`src/rtl/decoder_stage_sequencer.sv`:
```
// Shared SRAM port scheduler for the image decompressor.
// Runs the masked processing stages in fixed order (0, 1, 2), hands each one
// exclusive SRAM ownership until its done pulse, separates stages with a
// write-blocked guard gap, and returns the port to the display fetch client
// whenever no stage is running. A per-stage watchdog aborts a hung stage.
module decoder_stage_sequencer #(
  parameter int          ADDR_W     = 18,
  parameter int          DATA_W     = 16,
  parameter int          GAP_CYCLES = 2,
  parameter logic [23:0] TIMEOUT    = 24'd16000000
) (
  input  logic                  Clock,
  input  logic                  Resetn,
  input  logic                  start,
  input  logic [2:0]            stage_mask,
  output logic [2:0]            stage_enable,
  input  logic [2:0]            stage_done,
  input  logic [3*ADDR_W-1:0]   stage_address,
  input  logic [3*DATA_W-1:0]   stage_write_data,
  input  logic [2:0]            stage_we_n,
  input  logic [ADDR_W-1:0]     display_address,
  output logic [ADDR_W-1:0]     SRAM_address,
  output logic [DATA_W-1:0]     SRAM_write_data,
  output logic                  SRAM_we_n,
  output logic                  busy,
  output logic [1:0]            active_stage,
  output logic                  frame_done,
  output logic                  timeout_error
);

  typedef enum logic [1:0] {
    ST_IDLE = 2'd0,
    ST_RUN  = 2'd1,
    ST_GAP  = 2'd2,
    ST_DONE = 2'd3
  } state_t;

  state_t      state_r;
  logic [1:0]  cur_r;
  logic [2:0]  mask_r;
  logic [3:0]  gap_cnt_r;
  logic [23:0] wdog_r;
  logic [2:0]  stage_enable_r;
  logic        frame_done_r;
  logic        timeout_error_r;
  logic        busy_r;
  logic [1:0]  active_stage_r;

  logic [2:0]  start_pick_s;
  logic [2:0]  gap_pick_s;
  logic        done_hit_s;
  logic        wdog_expired_s;
  logic        gap_last_s;

  // Lowest set mask bit at or above index lo; result is {found, index}.
  function automatic logic [2:0] first_stage(input logic [2:0] mask, input int lo);
    logic [2:0] pick;
    pick = 3'b000;
    for (int k = 2; k >= 0; k--) begin
      if (mask[k] && (k >= lo)) begin
        pick = {1'b1, 2'(k)};
      end
    end
    return pick;
  endfunction

  assign start_pick_s   = first_stage(stage_mask, 0);
  assign gap_pick_s     = first_stage(mask_r, int'(cur_r) + 1);
  assign done_hit_s     = stage_done[cur_r];
  assign wdog_expired_s = (wdog_r == (TIMEOUT - 24'd1));
  assign gap_last_s     = (gap_cnt_r == 4'(GAP_CYCLES - 1));

  // Sequencer FSM: stage order, guard gap, watchdog and all registered status outputs.
  always_ff @(posedge Clock or negedge Resetn) begin
    if (!Resetn) begin
      state_r         <= ST_IDLE;
      cur_r           <= 2'd0;
      mask_r          <= 3'b000;
      gap_cnt_r       <= 4'd0;
      wdog_r          <= 24'd0;
      stage_enable_r  <= 3'b000;
      frame_done_r    <= 1'b0;
      timeout_error_r <= 1'b0;
      busy_r          <= 1'b0;
      active_stage_r  <= 2'd3;
    end else begin
      stage_enable_r <= 3'b000;
      frame_done_r   <= 1'b0;
      case (state_r)
        ST_IDLE: begin
          if (start) begin
            timeout_error_r <= 1'b0;
            mask_r          <= stage_mask;
            busy_r          <= 1'b1;
            if (start_pick_s[2]) begin
              state_r        <= ST_RUN;
              cur_r          <= start_pick_s[1:0];
              stage_enable_r <= 3'b001 << start_pick_s[1:0];
              wdog_r         <= 24'd0;
              active_stage_r <= start_pick_s[1:0];
            end else begin
              state_r        <= ST_DONE;
              active_stage_r <= 2'd3;
            end
          end
        end
        ST_RUN: begin
          // A done pulse takes priority over a watchdog expiry in the same cycle.
          if (done_hit_s) begin
            state_r        <= ST_GAP;
            gap_cnt_r      <= 4'd0;
            active_stage_r <= 2'd3;
          end else if (wdog_expired_s) begin
            state_r         <= ST_IDLE;
            timeout_error_r <= 1'b1;
            busy_r          <= 1'b0;
            active_stage_r  <= 2'd3;
          end else begin
            wdog_r <= wdog_r + 24'd1;
          end
        end
        ST_GAP: begin
          if (gap_last_s) begin
            if (gap_pick_s[2]) begin
              state_r        <= ST_RUN;
              cur_r          <= gap_pick_s[1:0];
              stage_enable_r <= 3'b001 << gap_pick_s[1:0];
              wdog_r         <= 24'd0;
              active_stage_r <= gap_pick_s[1:0];
            end else begin
              state_r <= ST_DONE;
            end
          end else begin
            gap_cnt_r <= gap_cnt_r + 4'd1;
          end
        end
        ST_DONE: begin
          frame_done_r <= 1'b1;
          state_r      <= ST_IDLE;
          busy_r       <= 1'b0;
        end
        default: begin
          state_r        <= ST_IDLE;
          busy_r         <= 1'b0;
          active_stage_r <= 2'd3;
        end
      endcase
    end
  end

  // SRAM port mux: running stage owns the port, display reads when idle, writes blocked otherwise.
  always_comb begin
    SRAM_address    = {ADDR_W{1'b0}};
    SRAM_write_data = {DATA_W{1'b0}};
    SRAM_we_n       = 1'b1;
    case (state_r)
      ST_RUN: begin
        SRAM_address    = stage_address[int'(cur_r) * ADDR_W +: ADDR_W];
        SRAM_write_data = stage_write_data[int'(cur_r) * DATA_W +: DATA_W];
        SRAM_we_n       = stage_we_n[cur_r];
      end
      ST_IDLE: begin
        SRAM_address = display_address;
      end
      default: begin
        SRAM_address = {ADDR_W{1'b0}};
      end
    endcase
  end

  assign stage_enable  = stage_enable_r;
  assign frame_done    = frame_done_r;
  assign timeout_error = timeout_error_r;
  assign busy          = busy_r;
  assign active_stage  = active_stage_r;

endmodule

```
`config.mk`:
```
export PLATFORM = sky130hd
export DESIGN_NAME = decoder_stage_sequencer
export DESIGN_NICKNAME = d
export VERILOG_FILES = /design/src/rtl/decoder_stage_sequencer.sv
export SDC_FILE = /design/constraint.sdc
export NUM_CORES = 1
export LEC_CHECK = 0
export ABC_CLOCK_PERIOD_IN_PS = 2850
export CAP_MARGIN = 20
export CORE_UTILIZATION = 30
export DETAILED_ROUTE_END_ITERATION = 7
export PLACE_DENSITY_LB_ADDON = 0.05
export RECOVER_POWER = 100
export SLEW_MARGIN = 20
export SYNTH_ARGS = -nofsm -noshare
export SYNTH_HDL_FRONTEND = slang
export SYNTH_SLANG_ARGS = --single-unit
```
`constraint.sdc`:
```
create_clock -name Clock -period 2.85 [get_ports Clock]
set_input_delay 0.285 -clock Clock [delete_from_list [all_inputs] [get_ports Clock]]
set_output_delay 0.285 -clock Clock [all_outputs]
set_load 0.01 [all_outputs]
```
-- Yosys cells after proc, flatten, opt, wreduce, memory -nomap -nowiden
Index checks and enable logic that the tools add are counted.
- bits of input ports: 132
- logic and storage cells: 108
- register bits after elaboration: 43
- order comparisons: 4
- $add $sub $neg: 3
- multipliers: 1
- reduce and logical (&&, ||, !) cells: 17
- equality and inequality tests: 15
- shifts and indexed selects: 4
- muxes and demuxes: 54
- operators with widths (kind ; number):
    two-way mux 24 bit ; 6
    case mux 24 bit (3 select lines) ; 1
    variable part select 54 x 8 -> 18 bit ; 1
    variable part select 48 x 7 -> 16 bit ; 1
    case mux 18 bit (2 select lines) ; 1
    two-way mux 3 bit ; 10
    two-way mux 2 bit ; 14
    adder 24 x 1 -> 24 bit, second input constant ; 1
    == test 24 bit, second input constant ; 1
    != test 2 bit, second input constant ; 9
    two-way mux 16 bit ; 1
    two-way mux 1 bit ; 10
    AND reduction 5 bit ; 2
    two-way mux 4 bit ; 2
    case mux 2 bit (4 select lines) ; 1
    case mux 4 bit (2 select lines) ; 1
    AND reduction 4 bit ; 2
    AND reduction 7 bit ; 1
    greater-or-equal comparator 1 x 3 -> 1 bit, first input constant ; 2
    multiplier 2 x 4 -> 6 bit, second input constant ; 1
    case mux 2 bit (3 select lines) ; 1
    case mux 3 bit (2 select lines) ; 1
    AND reduction 3 bit ; 2
    nonzero test 2 bit ; 3
    other kinds (17) ; 23

-- Logic depth before layout (Yosys ltp)
Gate-level depths: netlist (run 1).
- word-level depth: 10
- depth in mapped cells: 10

-- Least setup slack after synthesis (run 1)
OpenSTA, ideal clock, no wires.
- path type: register -> register
- start point: register gap_cnt_r[1]
- end point: register wdog_r[8]
- stages on the path, launching flop included: 9
- arrival: 2319 ps
- required time: 2749 ps
- path slack: 431 ps
- cells stage by stage: dfrtp_1 > inv_1 > ha_1 > or3b_1 > buf_6 > a2111oi_4 > o221ai_2 > or4_1 > o311ai_2
- cells in the longest elaborated chain, start to end: 3
- ends and longest elaborated chain (item ; RTL line ; RTL):
    start: declaration ; 41 ; logic [3:0] gap_cnt_r;
    start signal: assignment ; 134 ; gap_cnt_r <= gap_cnt_r + 4'd1;
    == test 4 x 1 -> 1 bit ; 71 ; assign gap_last_s = (gap_cnt_r == 4'(GAP_CYCLES - 1));
    != test 2 bit (no source line) ; - ;
    AND reduction 7 bit (no source line) ; - ;
    end signal: assignment ; 119 ; wdog_r <= wdog_r + 24'd1;
    end: declaration ; 42 ; logic [23:0] wdog_r;
No other way between the ends.
A chain may end at the register's enable or synchronous reset.

-- Final worst setup path (run 1)
- start point: register cur_r[1]
- end point: output port SRAM_write_data[4]
- cells in the longest elaborated chain, start to end: 2
- ends and longest elaborated chain (item ; RTL line ; RTL):
    start: declaration ; 39 ; logic [1:0] cur_r;
    start signal: assignment ; 97 ; cur_r <= start_pick_s[1:0];
    start signal: assignment ; 126 ; cur_r <= gap_pick_s[1:0];
    variable part select 48 x 7 -> 16 bit ; 159 ; SRAM_write_data = stage_write_data[int'(cur_r) * DATA_W +: DATA_W];
    two-way mux 16 bit ; 156 ; case (state_r)
    end: declaration ; 23 ; output logic [DATA_W-1:0] SRAM_write_data,
No other way between the ends.

==> results of run 1 <==
stage by stage:
stage / total power [mW] / hold slack [ns] / utilization (%) / worst slack, ns
2_1_floorplan: 2.859 / -0.01059 / - / 0.4307
3_3_place_gp: 4.092 / 0.4856 / 47.65 / 0.3221
3_5_place_dp: 4.126 / 0.4880 / 47.65 / 0.2481
4_1_cts: 4.691 / 0.2081 / 48.80 / 0.1931
5_1_grt: 4.916 / 0.5560 / 48.58 / 0.02052
6_report: 4.517 / 0.4952 / 48.58 / 0.1822
critical path, delay by kind of cell (launching register included):
| family | cells | cell delay [ns] |
|---|---|---|
| flops | 1 | 0.55 |
| compound gates | 1 | 0.10 |
| buf+inv | 3 | 1.21 |
| simple gates | 2 | 0.23 |
where the power goes:
part	internal (mW)	switching, mW	leakage [nW]
Combinational	1.31	1.64	1.60
Sequential	0.794	0.235	0.559
Clock	0.321	0.221	0.0640
cells in the final DEF, fill, tap and decap left out, types with 3 or more instances in the layout:
master,netlist,layout
sky130_fd_sc_hd__nor3_1,5,5
sky130_fd_sc_hd__ha_1,7,7
sky130_fd_sc_hd__o21ai_0,30,31
sky130_fd_sc_hd__mux2_2,4,4
sky130_fd_sc_hd__o211ai_1,5,5
sky130_fd_sc_hd__buf_4,0,11
sky130_fd_sc_hd__inv_1,11,11
sky130_fd_sc_hd__nand4_1,8,8
sky130_fd_sc_hd__nand3b_1,3,3
sky130_fd_sc_hd__mux2i_1,39,39
sky130_fd_sc_hd__nand3_1,30,30
sky130_fd_sc_hd__o31ai_1,4,4
sky130_fd_sc_hd__and3_1,7,7
sky130_fd_sc_hd__nand2b_1,7,7
sky130_fd_sc_hd__o311ai_1,2,3
sky130_fd_sc_hd__nand2_1,58,58
sky130_fd_sc_hd__a21oi_1,59,59
sky130_fd_sc_hd__nand4b_1,3,3
sky130_fd_sc_hd__nor2_1,62,62
sky130_fd_sc_hd__clkbuf_1,27,4
sky130_fd_sc_hd__a2bb2oi_1,3,3
sky130_fd_sc_hd__a31oi_1,6,6
sky130_fd_sc_hd__clkdlybuf4s50_1,0,136
sky130_fd_sc_hd__dlygate4sd3_1,0,37
sky130_fd_sc_hd__or4_1,7,7
sky130_fd_sc_hd__dfrtp_1,40,39
sky130_fd_sc_hd__clkbuf_16,0,5
state kept, by name, summed over array words and instances, names as in the netlist:
signal and flops:
active_stage 2, mask_r 2, frame_done 1, stage_enable 3
state_r 2, wdog_r 24, timeout_error 1, cur_r 2
busy 1, gap_cnt_r 4
layer usage:
layer / up-vias / global-route usage [%] / share of wire [%] / wire length [um]
li1: 2056 / - / - / -
met1: 1958 / 25.73 / 42 / 5372
met2: 132 / 35.79 / 50 / 6497
met3: 5 / 5.988 / 7.5 / 972
met4: 0 / 2.432 / 0.48 / 62
met5: - / 0 / 0 / 0
how the worst min path moves through the flow:
stage / end / cells past startpoint / from
2_1_floorplan: busy / 0 / Resetn
3_3_place_gp: mask_r[1] / 2 / mask_r[1]
3_5_place_dp: mask_r[1] / 2 / mask_r[1]
4_1_cts: gap_cnt_r[2] / 1 / Resetn
5_1_grt: mask_r[2] / 2 / mask_r[2]
6_report: mask_r[1] / 2 / mask_r[1]
cell families (layout without fill, tap and decap cells):
logic type	Yosys count	in the layout	synth area share, %
mux	43	43	12.13
flops	42	42	29.35
compound gates	132	132	22.80
fa+ha+maj	7	7	2.440
simple gates	205	205	27.40
buf+inv	51	209	5.890
area by class of cell:
cell class,instances,area [sq um],area share (%)
sequential,42,1055,18.85
tap,143,178.9,3.198
clock buffer,7,132.6,2.371
multi-input combinational,387,2320,41.47
inverter,12,45.04,0.8052
timing repair buffer,190,1863,33.30
==> results.md, run 1 <==
Status:
- The flow ran to the end, but the final reports show violations.
- The checks that failed: capacitance limit, slew limit.

Layout:
- The layout has 1141 filler cells.
- The number of antenna repair diodes is 0.
- The non-filler instance count after layout is 781.
- The fraction of layout instances using a drive strength above 1 is 5.329%.
- Once layout is done, the placed cells without fillers occupy 5594 sq um.
- The net total in the final layout is 777.
- The area added between synthesis and finish is 55.84%.

Setup path:
- The most critical setup path has its startpoint at cur_r[1].
- The type of destination of the critical path is an output pin.
- The logic depth of the worst register-to-register path is 7.
- Of all nets on the critical path, the largest fanout is 24.
- Data on the critical path arrives at its endpoint at 2.38 ns.
- The worst setup path endpoint is SRAM_write_data[4].
- The startpoint identified for the worst register-to-register timing path is gap_cnt_r[1].
- The critical path launch point type is a register.
- The register-to-register path setup slack is 0.20 ns.
- The capture instance of the worst register-to-register path is wdog_r[8].
- The data required time of the critical path is 2.57 ns.
- The type of the worst setup path is reg2out.
- Traced cell by cell, the critical path runs through nor2b_2, buf_4, clkbuf_2, a21oi_1, nor2_1, dlygate4sd3_1.
- In this design, the stage delay of the slowest critical-path cell is 0.64 ns.
- The slowest stage cell on the critical path is sky130_fd_sc_hd__dlygate4sd3_1.

Logic synthesis:
- The share of the Yosys chip area taken by registers is 29.35%.
- The post-synthesis instance area is 3590 sq um.
- The post-synthesis instance total is 480.
- Averaged over all synthesized cells, the footprint is 7.479 sq um.
- The most used flip-flop cell after synthesis is sky130_fd_sc_hd__dfrtp_1.
- Counting instances in the post-synthesis netlist gives the leading cell types as sky130_fd_sc_hd__nor2_1 (62), sky130_fd_sc_hd__a21oi_1 (59), sky130_fd_sc_hd__nand2_1 (58).
- The largest area contributor in the synthesized netlist is sky130_fd_sc_hd__dfrtp_1.
- In this run the biggest area consumer among cell types represents 27.88% of the synthesized area.
- The number of library cell types mapped by synthesis is 56.
- After synthesis, the share of flip-flops with an asynchronous set or reset is 100.0%.
- The most frequent cell after synthesis is sky130_fd_sc_hd__nor2_1.
- In this run, synthesis produced a sequential element count of 42.
- The Yosys step of the flow raised 0 warnings.
- The number of synthesized flops with an enable pin is 0.
- When the netlist entered floorplanning its net count stood at 619.
- By area the synthesized netlist is led by sky130_fd_sc_hd__dfrtp_1 (28%), sky130_fd_sc_hd__mux2i_1 (11%), sky130_fd_sc_hd__a21oi_1 (8.2%), sky130_fd_sc_hd__nor2_1 (6.5%), sky130_fd_sc_hd__nand2_1 (6.1%).

Clock network:
- In this run the deepest clock path goes through 2 buffers.
- The clock buffer count from CTS is 5.
- The clock-pin transition on the worst setup and hold timing paths is 0.06 ns.
- TritonCTS built the clock tree.
- The post-CTS setup buffer count is 0.
- The clock sink count is 42.
- The CTS H-tree depth is 2.
- The number of resized instances in the post-cts repair step is 0.
- For the worst-skew pair, the clock arrives at the later sink with an insertion delay of 0.28 ns.
- The CTS root buffer is sky130_fd_sc_hd__clkbuf_16.
- The hold buffer count at CTS is 0.

Power and ir drop:
- For this design the ratio of total power to cell area is 807.4 nW/um^2.
- The leakage component of the power is 2.224 nW.
- The worst vdd rail ir drop is 0.4133 mV.

Global route:
- The largest net degree at the start of global routing is 43.
- The wire length of the first global-routing pass is 20610 um.
- The via count of the first global-routing pass was 4025.
- The number of antenna violations at the first check in global routing is 0.
- The total overflow left after global routing is 0.
- Across every metal layer, demand over resource in global routing totals 20.52%.

Place:
- The detailed placement HPWL is 9997 um.
- After detailed placement, the design holds a cell count of 774.
- In this run the cell area measured after placement is 5488 sq um.
- The final weighted congestion in routability-driven placement is 0.8594.
- The number of input and output port buffers inserted is 174.

STA:
- Static timing analysis puts the maximum clock frequency at 374.8 MHz.
- The setup TNS is 0 ns.
- Setup violations remaining at the end of the flow were counted as 0.
- The max-slew violation total from the final report was 43.
- Setup repair after global routing left no endpoint under its margin.
- The final count of hold timing violations is 0.
- The final worst clock skew is 0.007891 ns.
- The relative slew slack is -54.58%.
- The worst path uses 93.61% of the clock period.
- The transition at the pin with the smallest max-transition slack is 2.319 ns.
- After layout, the minimum clock period comes to 2.668 ns.

Die:
- The number of core rows is 39.
- Measured along the y axis, the die boundary spans 111.4 um.
- The die covers 12410 sq um.
- The floorplan step defined a core boundary enclosing 11520 sq um.
- The die is 111.4 um wide.
- Once the floorplan was initialized, standard cells occupied 31.17% of the core.
- In this run the count of I/O pins placed on the die edge is 175.

Route:
- The detailed router finished its first iteration with 232 violations.
- After detailed routing, the total wire length is 12910 um.
- After detailed routing, the number of remaining DRC violations is 0.
- The per-cell via count in the routed design is 5.315.
- The number of iterations in the first detailed-routing pass is 4.
- The via total after detailed routing is 4151.
- In the final routed layout, each cell accounts on average for 16.52 um.
- The post-detailed-route count of antenna-violating nets is 0.

Job:
- The max capacitance violation total is 1.

Min path:
- The tightest min-delay check is of the reg2reg type.
Power figures use the tool's default switching activity.
==> run 2, diff against run 1 <==
Settings changed: PLACE_DENSITY_LB_ADDON 0.05 to default, RECOVER_POWER 100 to 25.
==> results.md, run 2 (synthesis results as in run 1) <==
Clock network:
- The CTS tree is done (unchanged).
- The post-CTS setup buffer count is 0 (unchanged).
- The clock latency reported for the late side of the worst-skew pair is 0.28 ns (about the same).
- The maximum buffer depth of the clock tree is 2 (unchanged).
- The clock buffer count from CTS came to 5 (unchanged).
- The CTS root buffer is sky130_fd_sc_hd__clkbuf_16 (unchanged).
- The clock-pin transition on the worst setup and hold timing paths was 0.06 ns (about the same).
- The hold buffer count at CTS is 0 (unchanged).
- The CTS H-tree depth is 2 (unchanged).
- The clock sink count is 42 (unchanged).
- The number of resized instances in the post-cts repair step was 0 (unchanged).

STA:
- The setup-violating endpoint count in the final report is 0 (unchanged).
- The smallest hold slack is 0.2622 ns (was 0.4952 ns).
- The final count of hold timing violations was 0 (unchanged).
- The setup TNS is 0 ns (unchanged).
- The shortest period the worst path allows came to 2.686 ns (was 2.668 ns).
- The transition at the pin with the smallest max-transition slack came to 1.276 ns (was 2.319 ns).
- The final worst clock skew is 0.002537 ns (was 0.007891 ns).
- The final critical-path share of the clock period is 94.25% (was 93.61%).
- Setup repair after global routing missed its margin: false (unchanged).
- The maximum clock rate came to 372.3 MHz (was 374.8 MHz).
- The max-slew violation total from the final report is 0 (was 43).
- The relative slew slack was 14.94% (was -54.58%).

Global route:
- The via count of the first global-routing pass is 4228 (was 4025).
- The number of antenna violations at the first check in global routing is 0 (unchanged).
- The largest net degree at the start of global routing was 39 (was 43).
- The overall routing resource usage is 20.86% (was 20.52%).
- The wire length of the first global-routing pass is 20970 um (was 20610 um).
- The aggregate global routing overflow is 0 (unchanged).

Setup path:
- The type of destination of the critical path is an output pin (unchanged).
- The data required time of the critical path came to 2.57 ns (about the same).
- The critical path launch point type is a register (unchanged).
- The register-to-register path setup slack is 0.23 ns (was 0.20 ns).
- The arrival time of data at the critical path endpoint was 2.40 ns (was 2.38 ns).
- The type of the worst setup path is reg2out (unchanged).
- The maximum fanout along the worst path is 19 (was 24).

Layout:
- The number of antenna repair diodes is 0 (unchanged).
- The most common cell after layout, fill and taps aside is sky130_fd_sc_hd__clkdlybuf4s50_1 (unchanged).
- Most used cells in the layout excluding fill and tap cells: sky130_fd_sc_hd__clkdlybuf4s50_1 (173), sky130_fd_sc_hd__nor2_1 (62), sky130_fd_sc_hd__a21oi_1 (59), sky130_fd_sc_hd__nand2_1 (58) (was sky130_fd_sc_hd__clkdlybuf4s50_1 (136), sky130_fd_sc_hd__nor2_1 (62), sky130_fd_sc_hd__a21oi_1 (59), sky130_fd_sc_hd__nand2_1 (58)).
- The total area of multi-input combinational cells is 2327 sq um (was 2320 sq um).
- The fraction of layout instances using a drive strength above 1 was 5.928% (was 5.329%).
- The number of fillers in the final layout is 1122 (was 1141).
- The combined flip-flop and latch cell area is 1055 sq um (unchanged).
- The register with the highest flop count is wdog_r (unchanged).
- The flip-flop count of the largest register, all copies and words added is 24 (unchanged).
- The net total in the final layout was 779 (was 777).
- The area added between synthesis and finish came to 56.88% (was 55.84%).

Job:
- The max capacitance violation total is 0 (was 1).

Place:
- The detailed placement HPWL is 9943 um (was 9997 um).
- The final weighted congestion in routability-driven placement is 0.8705 (was 0.8594).
- The number of input and output port buffers inserted is 174 (unchanged).

Route:
- The per-cell via count in the routed design is 5.337 (was 5.315).
- The via total after detailed routing was 4184 (was 4151).
- The total DRC errors in the routed layout is 1 (was 0).
- The number of DRC violations after detailed-routing iteration 0 is 261 (was 232).
- The number of iterations in the first detailed-routing pass is 6 (was 4).
- The detail-routed net length per standard cell is 16.42 um (was 16.52 um).
- The post-detailed-route count of antenna-violating nets is 0 (unchanged).
- The detailed-route wire length is 12880 um (was 12910 um).

Die:
- The floorplan core area came to 11520 sq um (unchanged).
- The count of pins on the block boundary came to 175 (unchanged).
- The number of core rows is 39 (unchanged).
- The die extent in x is 111.4 um (unchanged).
- The starting density of the core is 31.17% (unchanged).
- The die area came to 12410 sq um (unchanged).
- The die outline height was 111.4 um (unchanged).

Power and ir drop:
- The worst vdd rail ir drop is 0.4025 mV (was 0.4133 mV).
- The total power consumption of the routed design is 4.674 mW (was 4.517 mW).
- The leakage component of the power is 2.162 nW (was 2.224 nW).
- The cell area power density is 830.0 nW/um^2 (was 807.4 nW/um^2).

Status:
- Violations in the final reports: DRC (was capacitance limit, slew limit).
- Status: finished, violations left (unchanged).

Min path:
- The kind of path behind the tightest hold check is in2async (was reg2reg).
## run 2: stage by stage
stage               worst slack [ns]  instance area (sq um)  util [%]  instances
finish                        0.1640                   5632     48.90        784
global route                 0.01168                   5632     48.90        784
CTS                           0.1519                   5637     48.95        784
detailed placement            0.2446                   5490     47.67        776
global placement              0.2768                   5490     47.67        776
floorplan                     0.4307                   3590         -        480
## run 2: area by class of cell
cell class / instances / share of cell area (%)
Clock buffer: 8 / 2.599
Inverter: 12 / 0.7998
Multi-Input combinational cell: 387 / 41.32
Sequential cell: 42 / 18.73
Tap cell: 143 / 3.177
Timing Repair Buffer: 192 / 33.37
## run 2: worst paths after layout
path,start,to,depth (start not counted)
max in group asynchronous,Resetn,stage_enable[1],2
worst max register to register,gap_cnt_r[1],wdog_r[10],8
min in group Clock,mask_r[1],mask_r[1],2
worst min-delay path,Resetn,wdog_r[15],1
worst max-delay path,cur_r[1],SRAM_write_data[1],5
worst min register to register,mask_r[1],mask_r[1],2
## run 2: metal layers
| metal | track usage [%] | wire (um) | vias to the layer above |
|---|---|---|---|
| li1 | - | - | 2051 |
| met1 | 24.70 | 5248 | 1968 |
| met5 | 0 | 0 | - |
| met2 | 36.79 | 6329 | 148 |
| met3 | 5.498 | 1034 | 17 |
| met4 | 6.486 | 264 | 0 |
## run 2: worst max-delay path, cell delays in order, from the launching register on
cell                              delay, ns
sky130_fd_sc_hd__dfrtp_2               0.54
sky130_fd_sc_hd__nor2b_2               0.39
sky130_fd_sc_hd__buf_4                 0.32
sky130_fd_sc_hd__a21oi_1               0.10
sky130_fd_sc_hd__nor2_1                0.18
sky130_fd_sc_hd__clkdlybuf4s50_1       0.58
## run 2: power breakdown
group / switching [mW] / internal (mW)
Combinational: 1.66 / 1.41
Sequential: 0.232 / 0.794
Clock: 0.228 / 0.350
Total: 2.12 / 2.56
==> run 3, diff against run 2 <==
Settings changed: SKIP_LAST_GASP from default to 1.
==> results of run 3 <==
Final layout, timing and power as in run 2 (identical DEF).
